`src/rtl/res_packer.sv`:
```
// rtl/res_packer.sv - scale, saturate and pack core results into buffered wide words
//
// Purpose: normalises each RES_W-bit result from core to an 8-bit pixel
// (right shift by SHIFT, saturate at 0xFF) and packs PACK pixels per output
// word. Completed words go through a FIFO_DEPTH-entry show-ahead FIFO with a
// valid/ready drain. core cannot be stalled, so a word completed while the
// FIFO is full (and not popping) is dropped and o_overflow is set (sticky).
//
// Optional feature: define RES_PACKER_ROUND_EN to round half up before the
// shift instead of truncating.
//
// Ports:
//   i_clk, i_rst_n   clock, asynchronous active-low reset
//   i_res, i_valid   result stream from core
//   i_last           end of row, qualified by i_valid
//   o_data, o_keep   packed pixels (lane 0 in [7:0]) and lane-valid mask
//   o_last           word holds the row's last pixel
//   o_valid, i_ready FIFO head handshake
//   o_overflow       sticky: a completed word was dropped
module res_packer #(
  parameter int RES_W      = 18,
  parameter int SHIFT      = 4,
  parameter int PACK       = 8,
  parameter int FIFO_DEPTH = 4
) (
  input  logic                i_clk,
  input  logic                i_rst_n,
  input  logic [RES_W-1:0]    i_res,
  input  logic                i_valid,
  input  logic                i_last,
  output logic [PACK*8-1:0]   o_data,
  output logic [PACK-1:0]     o_keep,
  output logic                o_last,
  output logic                o_valid,
  input  logic                i_ready,
  output logic                o_overflow
);

  localparam int CNT_W = $clog2(PACK);
  localparam int AW    = $clog2(FIFO_DEPTH);

  // Stage 1: scale and saturate
  logic [RES_W:0] sum;
  logic [RES_W:0] scaled;
  logic [7:0]     sat_byte;

`ifdef RES_PACKER_ROUND_EN
  // (2**SHIFT)/2 is half an LSB of the result, and 0 when SHIFT is 0
  localparam logic [RES_W:0] RND = (RES_W+1)'((2**SHIFT) / 2);
  assign sum = {1'b0, i_res} + RND;
`else
  assign sum = {1'b0, i_res};
`endif

  assign scaled   = sum >> SHIFT;
  assign sat_byte = (|scaled[RES_W:8]) ? 8'hFF : scaled[7:0];

  logic       s1_valid;
  logic       s1_last;
  logic [7:0] s1_byte;

  always_ff @(posedge i_clk or negedge i_rst_n) begin
    if (!i_rst_n) begin
      s1_valid <= 1'b0;
      s1_last  <= 1'b0;
      s1_byte  <= 8'h00;
    end else begin
      s1_valid <= i_valid;
      s1_last  <= i_valid & i_last;
      if (i_valid) s1_byte <= sat_byte;
    end
  end

  // Stage 2: pack
  logic [PACK*8-1:0] pack_data;
  logic [PACK-1:0]   pack_keep;
  logic [CNT_W-1:0]  cnt;
  logic [PACK*8-1:0] word_next;
  logic [PACK-1:0]   keep_next;
  logic              push;

  always_comb begin
    word_next = pack_data;
    keep_next = pack_keep;
    word_next[8*int'(cnt) +: 8] = s1_byte;
    keep_next[cnt]              = 1'b1;
    push = s1_valid && ((cnt == CNT_W'(PACK-1)) || s1_last);
  end

  always_ff @(posedge i_clk or negedge i_rst_n) begin
    if (!i_rst_n) begin
      pack_data <= '0;
      pack_keep <= '0;
      cnt       <= '0;
    end else if (s1_valid) begin
      if (push) begin
        // completed word leaves for the FIFO (or is dropped); restart at lane 0
        pack_data <= '0;
        pack_keep <= '0;
        cnt       <= '0;
      end else begin
        pack_data <= word_next;
        pack_keep <= keep_next;
        cnt       <= cnt + 1'b1;
      end
    end
  end

  // Output FIFO (show-ahead)
  logic [PACK*8-1:0] mem_data [FIFO_DEPTH];
  logic [PACK-1:0]   mem_keep [FIFO_DEPTH];
  logic              mem_last [FIFO_DEPTH];
  logic [AW-1:0]     wr_ptr;
  logic [AW-1:0]     rd_ptr;
  logic [AW:0]       count;
  logic              full;
  logic              pop;
  logic              wr_en;
  logic [PACK*8-1:0] hold_data;
  logic [PACK-1:0]   hold_keep;
  logic              hold_last;

  assign full    = (count == (AW+1)'(FIFO_DEPTH));
  assign o_valid = (count != '0);
  assign pop     = o_valid && i_ready;
  // a pop frees the head slot at the same edge, so full+push+pop still stores
  assign wr_en   = push && (!full || pop);

  always_ff @(posedge i_clk) begin
    if (wr_en) begin
      mem_data[wr_ptr] <= word_next;
      mem_keep[wr_ptr] <= keep_next;
      mem_last[wr_ptr] <= s1_last;
    end
  end

  always_ff @(posedge i_clk or negedge i_rst_n) begin
    if (!i_rst_n) begin
      wr_ptr     <= '0;
      rd_ptr     <= '0;
      count      <= '0;
      o_overflow <= 1'b0;
      hold_data  <= '0;
      hold_keep  <= '0;
      hold_last  <= 1'b0;
    end else begin
      if (wr_en) wr_ptr <= wr_ptr + 1'b1;
      if (pop) begin
        rd_ptr    <= rd_ptr + 1'b1;
        hold_data <= mem_data[rd_ptr];
        hold_keep <= mem_keep[rd_ptr];
        hold_last <= mem_last[rd_ptr];
      end
      case ({wr_en, pop})
        2'b10:   count <= count + 1'b1;
        2'b01:   count <= count - 1'b1;
        default: count <= count;
      endcase
      if (push && full && !pop) o_overflow <= 1'b1;
    end
  end

  // When empty the outputs keep showing the last word handed out
  assign o_data = o_valid ? mem_data[rd_ptr] : hold_data;
  assign o_keep = o_valid ? mem_keep[rd_ptr] : hold_keep;
  assign o_last = o_valid ? mem_last[rd_ptr] : hold_last;

endmodule

```
`config.mk`:
```
export PLATFORM = sky130hd
export DESIGN_NAME = res_packer
export DESIGN_NICKNAME = d
export VERILOG_FILES = /design/src/rtl/res_packer.sv
export SDC_FILE = /design/constraint.sdc
export NUM_CORES = 1
export LEC_CHECK = 0
export CAP_MARGIN = 20
export CORE_ASPECT_RATIO = 0.8
export CORE_MARGIN = 1.5
export CORE_UTILIZATION = 45
export DETAILED_ROUTE_END_ITERATION = 8
export GPL_TIMING_DRIVEN = 1
export HOLD_SLACK_MARGIN = 0.15
export SYNTH_ARGS = -nofsm -noshare
export SYNTH_HDL_FRONTEND = slang
export SYNTH_SLANG_ARGS = --single-unit
```
`constraint.sdc`:
```
create_clock -name i_clk -period 4.8 [get_ports i_clk]
set_clock_uncertainty 0.05 [all_clocks]
set_input_delay 1.44 -clock i_clk [delete_from_list [all_inputs] [get_ports i_clk]]
set_output_delay 1.44 -clock i_clk [all_outputs]
set_load 0.01 [all_outputs]
```
==> Word level (Yosys, flattened, before mapping) <==
Memories as Yosys holds them, arrays and structs flattened.
Cells that the tools add are included.
{ "word_totals": {"wordCells": 58, "rom_bits": 0, "n_memories": 3, "regBits": 166, "output_inout_bits": 75, "input_bits": 23, "latch_bits": 0, "ramBits": 292} }
{ "memory_table": {"columns": ["name", "words", "width", "read_ports", "rd_ports_with_merged_regs", "wr", "line_no", "rtl"], "rows": [
  ["mem_data", 4, 64, 1, 0, 1, "110", "logic [PACK*8-1:0] mem_data [FIFO_DEPTH];"],
  ["mem_keep", 4, 8, 1, 0, 1, "111", "logic [PACK-1:0] mem_keep [FIFO_DEPTH];"],
  ["mem_last", 4, 1, 1, 0, 1, "112", "logic mem_last [FIFO_DEPTH];"]
]} }
{ "classes": {"reduce_logical": 13, "add_sub_neg": 6, "div": 0, "shifts": 2, "mux": 13, "bitwise": 2, "n_mul": 0, "order_cmp": 2, "n_eq_ne": 4} }
{ "ops": {"columns": ["op", "count"], "rows": [
  ["$mux W64", 2],
  ["$bwmux W64", 1],
  ["$shift A8 B33 Y64 const A", 1],
  ["$shiftx A8 B33 Y64", 1],
  ["$neg A6 Y33", 1],
  ["$mux W8", 3],
  ["$or A8 B8 Y8", 1],
  ["$add A3 B1 Y3 const B", 2],
  ["$eq A3 B3 Y1 const B", 2],
  ["$logic_and A1 B1 Y1", 6],
  ["$pmux W3 S2", 1],
  ["$reduce_or A6 Y1", 1],
  ["$add A2 B1 Y2 const B", 2],
  ["$lt A3 B4 Y1 const B", 1],
  ["$mux W1", 4],
  ["$demux W1 S3", 1],
  ["$ge A3 B1 Y1 const B", 1],
  ["$mux W3", 1],
  ["$reduce_bool A3 Y1", 1],
  ["$sub A3 B1 Y3 const B", 1],
  ["$eq A2 B1 Y1 const B", 1],
  ["$eq A2 B2 Y1 const B", 1],
  ["$logic_not A1 Y1", 2],
  ["$logic_or A1 B1 Y1", 2],
  ["other kinds (2)", 2]
]} }

==> Depth between registers and ports, before layout <==
Gate-level depths: netlist of run 1.
{ "depth": {"word_depth": 6, "mapped_depth": 13, "ltp_nobuf": 11} }

==> Worst setup path before layout of run 1 <==
Ideal clock, no wire load.
{ "synth_timing": {"kind": "input -> register", "start": "input i_ready", "end": "memory mem_data[0][0] in the netlist's numbering (enable)", "setup_time_ps": 439, "path_stages": 3, "path_buffers": 0, "required_time_ps": 4311, "t_arrival_ps": 3553, "slack_ps": 758, "cell_sequence": "nor4b_1 nor2b_1 and2_1"} }
{ "synth_via": {"elab_chain_len": 5} }
{ "synth_rtl": {"columns": ["item", "line_no", "rtl"], "rows": [
  ["start: declaration", "35", "input logic i_ready,"],
  ["$logic_and A1 B1 Y1", "125", "assign pop = o_valid && i_ready;"],
  ["$logic_or A1 B1 Y1", "127", "assign wr_en = push && (!full || pop);"],
  ["$logic_and A1 B1 Y1", "127", null],
  ["$mux W1", "130", "if (wr_en) begin"],
  ["$mux W1 (not written as such)", "131", "mem_data[wr_ptr] <= word_next;"],
  ["end: declaration", "110", null]
]} }
No other way between the ends.

==> Final worst setup path of run 1 <==
{ "layout_timing": {"start": "register rd_ptr[0]", "end": "output o_data[19]"} }
{ "layout_via": {"elab_chain_len": 2} }
{ "layout_rtl": {"columns": ["item", "line_no", "rtl"], "rows": [
  ["start: declaration", "114", "logic [AW-1:0] rd_ptr;"],
  ["start signal: assignment", "149", "rd_ptr <= rd_ptr + 1'b1;"],
  ["$mem_v2 Z4 W64", null, null],
  ["$mux W64", "164", "assign o_data = o_valid ? mem_data[rd_ptr] : hold_data;"],
  ["end: declaration", "31", "output logic [PACK*8-1:0] o_data,"]
]} }
No other way between the ends.

==> impl_metrics.ini, run 1 <==
[critical_path]
setup.worst_path.start = rd_ptr[0]$_DFFE_PN0P_
max_stage_delay_ns = 0.69
path_cells = buf_12 > mux4_2 > mux2_2 > clkdlybuf4s50_1
cp.arrival_ns = 2.96
worstSetupPathType = reg2out
worstPathMaxFanout = 33
start_kind = flip-flop
cp-end-kind = output port
timing.rr.start = cnt[0]$_DFFE_PN0P_
cp.required_ns = 3.31
crit_buf_inv = 2
crit_family = multiplexers
cpMaxStageDelayCell = dfrtp_4

[die]
die_x_um = 233
core_area_um2 = 41800
num_rows = 67
io_pins = 98
fp.dieH_um = 187
start_util = 0.456
floorplan.die_area_um2 = 43700

[clock_network]
hold_buffers = 0
cts_tree = built
cts_setup_buffers = 0
cts-root-buf = clkbuf_16
clk_path_buf_depth = 3
clock-sinks = 458
htreeDepth = 2
insertion_delay_ns = 0.56
cts_buffers = 46
cts_resized = 0
clk_pin_slew_ns = 0.06

[sta]
hold_violations = 0
setup_viol = 0
maxSlewViolCount = 0
hold_slack_ns = 0.411
timing.slew.headroom = 0.405
worst_pin_slew_ns = 0.882
period_share = 0.927
setup_tns_ns = 0
rsz0062_at_grt = no
max_freq_mhz = 225
period_needed_ns = 4.45

[finish]
fin_nets = 1261
seq_area_um2 = 12900
fin_util = 0.531
fillers = 3300
drive_above_1_share = 0.284
antenna_cells = 0
syn_to_final_growth_pct = 16.4
final_area_um2 = 22200
layout_commonest_cell = edfxtp_1
final_cell_mix = 292 x edfxtp_1, 164 x dfrtp_1, 163 x mux2_2
multiInputGateArea_um2 = 5740

[synthesis]
synthesis.nets = 1173
yosysUniqueCellTypes = 59
synth_seq_cells = 458
synth.avg_cell_area_um2 = 16.8
yosysWarnings = 0
synth_cells = 1139
syn_area_um2 = 19100
synth_top_area_cell = edfxtp_1
synth.yosys.seq_area_share = 0.677
synthArstFlopShare = 0.362
netlist.area_leader.share = 0.459
synth-main-ff-cell = edfxtp_1
synth_edf_count = 292
synthTopCellsByArea = edfxtp_1 46%, dfrtp_1 22%, mux2_2 9.6%

[global_routing]
antenna_found_initial = 0
grt_pass1_vias = 10600
overflow = 0
grt_max_degree = 76
grt_pass1_wl_um = 62500
grt_usage = 0.187

[power_and_ir_drop]
vdd_ir_drop_max_mv = 0.430
p_leak_nw = 8.11
finalPower_mw = 13.7
p_per_area_nw_per_um2 = 615

[routing]
firstDrtPassIters = 5
avgViaCountPerCell = 5.59
drt_iter0_markers = 869
wl_per_cell_um = 21.9
via_count = 10200
final_antenna_net_count = 0
drc = 0
wirelength_um = 39700

[placement]
dp_hpwl_um = 23600
dpl-instance-area_um2 = 20700
place.gp.congestion = 0.783
port_buffers = 93

[min_path]
hp-start = o_overflow$_DFFE_PN0P_
hold_class = reg2reg

[job]
maxCapViolCount = 0

[status]
outcome = finished clean
## report_power, final
group          total, mW  internal [mW]  switching [mW]
clock               3.56           2.07            1.49
sequential          5.38           5.02           0.354
combinational       4.73           2.47            2.27
total               13.7           9.55            4.11
## through the flow
step | instances | worst slack (ns)
after floorplan | 1139 | 0.758
after global placement | 1731 | 0.850
after detailed placement | 1731 | 0.853
after CTS | 1817 | 0.263
after global routing | 1817 | 0.206
final | 1817 | 0.351
## final timing paths
kind                                                  end  slack [ns]  cells after the start
min in group asynchronous       hold_data[24]$_DFFE_PN0P_        0.83                      1
worst min-delay path               o_overflow$_DFFE_PN0P_        0.41                      1
max in group asynchronous        hold_keep[4]$_DFFE_PN0P_        2.91                      2
worst max register to register   mem_data[0][9]$_DFFE_PP_        1.45                      7
worst min register to register     o_overflow$_DFFE_PN0P_        0.41                      1
worst max-delay path                           o_data[19]        0.35                      4
## sequential cells by signal, summed over array words and instances (netlist names), 2 cells and up
register / count
wr_ptr: 2
rd_ptr: 2
mem_keep: 32
hold_data: 64
count: 3
pack_data: 64
mem_last: 4
hold_keep: 8
cnt: 3
mem_data: 256
pack_keep: 8
s1_byte: 8
## cell families after synthesis
kind of cell | Yosys count | synth area share
compound gates | 163 | 0.0624
mux | 237 | 0.183
buf+inv | 103 | 0.0235
simple gates | 161 | 0.0440
flops | 458 | 0.677
xor+xnor | 6 | 0.00275
fa+ha+maj | 11 | 0.00760
## routing by layer
| layer | track usage | wire length (um) | share of wire |
|---|---|---|---|
| met1 | 0.280 | 18600 | 0.47 |
| met2 | 0.286 | 18600 | 0.47 |
| met3 | 0.0288 | 1630 | 0.041 |
| met4 | 0.0481 | 867 | 0.022 |
| met5 | 0 | 0 | 0 |
## layout make-up
class,instances,share of cell area
flip-flops and latches,458,0.582
clock buffers,63,0.0603
clock inverters,23,0.00777
repair buffers,118,0.0566
inverters,25,0.00422
multi-input cells,578,0.258
well taps,552,0.0311
## synth_stat cells (10+ instances only)
library cell	number
and2_1	14
buf_2	23
clkbuf_1	42
dfrtp_1	166
edfxtp_1	292
ha_1	10
inv_1	25
mux2_2	163
mux4_2	73
nand2_1	66
nand2b_1	15
nand3_1	10
nand4_1	10
nor2_1	11
nor2b_1	12
o21ai_0	58
o2bb2ai_1	47
(Power assumes the default switching activity.)
==> run 2: changes to the inputs <==
==> constraint.sdc (replaced) <==
create_clock -name i_clk -period 4.8 [get_ports i_clk]
set_clock_uncertainty 0.05 [all_clocks]
set_input_delay 0.72 -clock i_clk [delete_from_list [all_inputs] [get_ports i_clk]]
set_output_delay 0.72 -clock i_clk [all_outputs]
set_load 0.01 [all_outputs]
==> run 2 against run 1 <==
Net effect: via count fell by 0.18%; highest routed layer unchanged; total power fell by 1.4%; global-route usage is 0.37 points lower; core utilization shrank 0.34 points; flip-flop and latch count is the same; cell count is essentially flat.
==> impl_metrics.ini, run 2 (synthesis gave the netlist of run 1 again) <==
[critical_path]
max_stage_delay_ns = 0.68
timing.rr.start = cnt[0]$_DFFE_PN0P_
path_cells = buf_4 > mux4_2 > mux2_2 > clkdlybuf4s50_1
worstSetupPathType = reg2out
rr_endpoint = mem_data[2][7]$_DFFE_PP_
crit_buf_inv = 2
cp.arrival_ns = 3.05
rr_worst_depth = 7
crit_family = buffers and inverters
cp-end-kind = output port
regToRegSetupSlack_ns = 1.08
start_kind = flip-flop
cp.required_ns = 4.03
cpMaxStageDelayCell = dfrtp_4
worstPathMaxFanout = 19

[finish]
largest_registers = mem_data: 256 flops, hold_data: 64 flops, pack_data: 64 flops
largest_register_ffs = 256
drive_above_1_share = 0.271
top_register = mem_data
fin_nets = 1261
syn_to_final_growth_pct = 15.6
final_cell_mix = 292 x edfxtp_1, 164 x dfrtp_1, 163 x mux2_2
fin_util = 0.528
fillers = 3359
layout_commonest_cell = edfxtp_1

[die]
start_util = 0.456
die_x_um = 233
io_pins = 98
num_rows = 67
core_area_um2 = 41800
floorplan.die_area_um2 = 43700
fp.dieH_um = 187

[min_path]
holdPathStages = 1
hp-start = o_overflow$_DFFE_PN0P_
whs_endpoint = o_overflow$_DFFE_PN0P_
hold_class = reg2reg

[routing]
drt_iter0_markers = 581
met3_length_um = 1770
wl_per_cell_um = 21.4
firstDrtPassIters = 4
wirelength_um = 38800
wl_met1_um = 18200
drc = 0
dr.max_layer_used = met4
final_antenna_net_count = 0
via_count = 10100
avgViaCountPerCell = 5.58
wl_met2_um = 18000

[clock_network]
clock-sinks = 458
cts_buffers = 46
clk_path_buf_depth = 3
cts_tree = built
insertion_delay_ns = 0.55
cts_setup_buffers = 0
clk_pin_slew_ns = 0.06
cts-root-buf = clkbuf_16
htreeDepth = 2
hold_buffers = 1
cts_resized = 0

[power_and_ir_drop]
vdd_ir_drop_max_mv = 0.431
p_leak_nw = 8.03
p_per_area_nw_per_um2 = 610

[global_routing]
antenna_found_initial = 0
grt_pass1_wl_um = 61200
grt_max_degree = 74
grt_usage = 0.183
grt_pass1_vias = 10500
overflow = 0

[sta]
max_freq_mhz = 262
setup_viol = 0
postLayoutSetupSlackWorst_ns = 0.985
setup_tns_ns = 0
worst_pin_slew_ns = 1.01
hold_violations = 0
period_share = 0.795
rsz0062_at_grt = no
maxSlewViolCount = 0
timing.slew.headroom = 0.319
hold_slack_ns = 0.409
period_needed_ns = 3.82

[status]
outcome = finished clean

[placement]
port_buffers = 93
post-place-ws_ns = 1.12
dp_hpwl_um = 24000
place.gp.congestion = 0.803

[job]
maxCapViolCount = 0
[run 2: area by class of cell]
class	instances	area, um^2	share of cell area
Sequential cell	458	12900	0.586
Multi-Input combinational cell	578	5740	0.260
Clock buffer	69	1310	0.0594
Timing Repair Buffer	118	1180	0.0537
Tap cell	552	691	0.0313
Clock inverter	17	129	0.00584
Inverter	25	93.8	0.00425
Antenna cell	1	2.50	0.000113
[run 2: worst max path at each step]
| stage | from | end | slack [ns] | cells past startpoint |
|---|---|---|---|---|
| 6_report | rd_ptr[0]$_DFFE_PN0P_ | o_data[4] | 0.98 | 4 |
| 5_1_grt | cnt[0]$_DFFE_PN0P_ | mem_data[2][5]$_DFFE_PP_ | 0.81 | 7 |
| 4_1_cts | rd_ptr[0]$_DFFE_PN0P_ | o_data[4] | 0.91 | 4 |
| 3_5_place_dp | cnt[0]$_DFFE_PN0P_ | mem_data[2][7]$_DFFE_PP_ | 1.12 | 7 |
| 3_3_place_gp | cnt[0]$_DFFE_PN0P_ | mem_data[2][5]$_DFFE_PP_ | 1.20 | 7 |
| 2_1_floorplan | cnt[1]$_DFFE_PN0P_ | mem_data[0][0]$_DFFE_PP_ | 1.29 | 5 |
[run 2: power breakdown]
group          switching [mW]  internal, mW  total, mW
registers               0.354          5.02       5.38
logic                    2.23          2.41       4.65
clock network            1.45          2.00       3.45
[run 2: worst register-to-register path: stages (launching register included)]
cell and delay, ns:
dfrtp_1 0.76, inv_1 0.09, buf_4 0.23, ha_1 0.24
ha_1 0.39, or3b_1 0.64, or2_1 0.49, o21ai_0 0.56
[run 2: metal layers]
metal,GRT usage,vias to the layer above
li1,-,4589
met1,0.270,5284
met2,0.280,206
met3,0.0352,63
met4,0.0494,0
met5,0,-
[run 2: per-stage QoR]
step                total power, mW  std cells  area (um^2)
floorplan                      8.34       1139        19100
global placement               10.1       1730        20600
finish                         13.5       1818        22100
detailed placement             10.2       1730        20600
CTS                            13.7       1817        22100
global route                   14.2       1817        22100
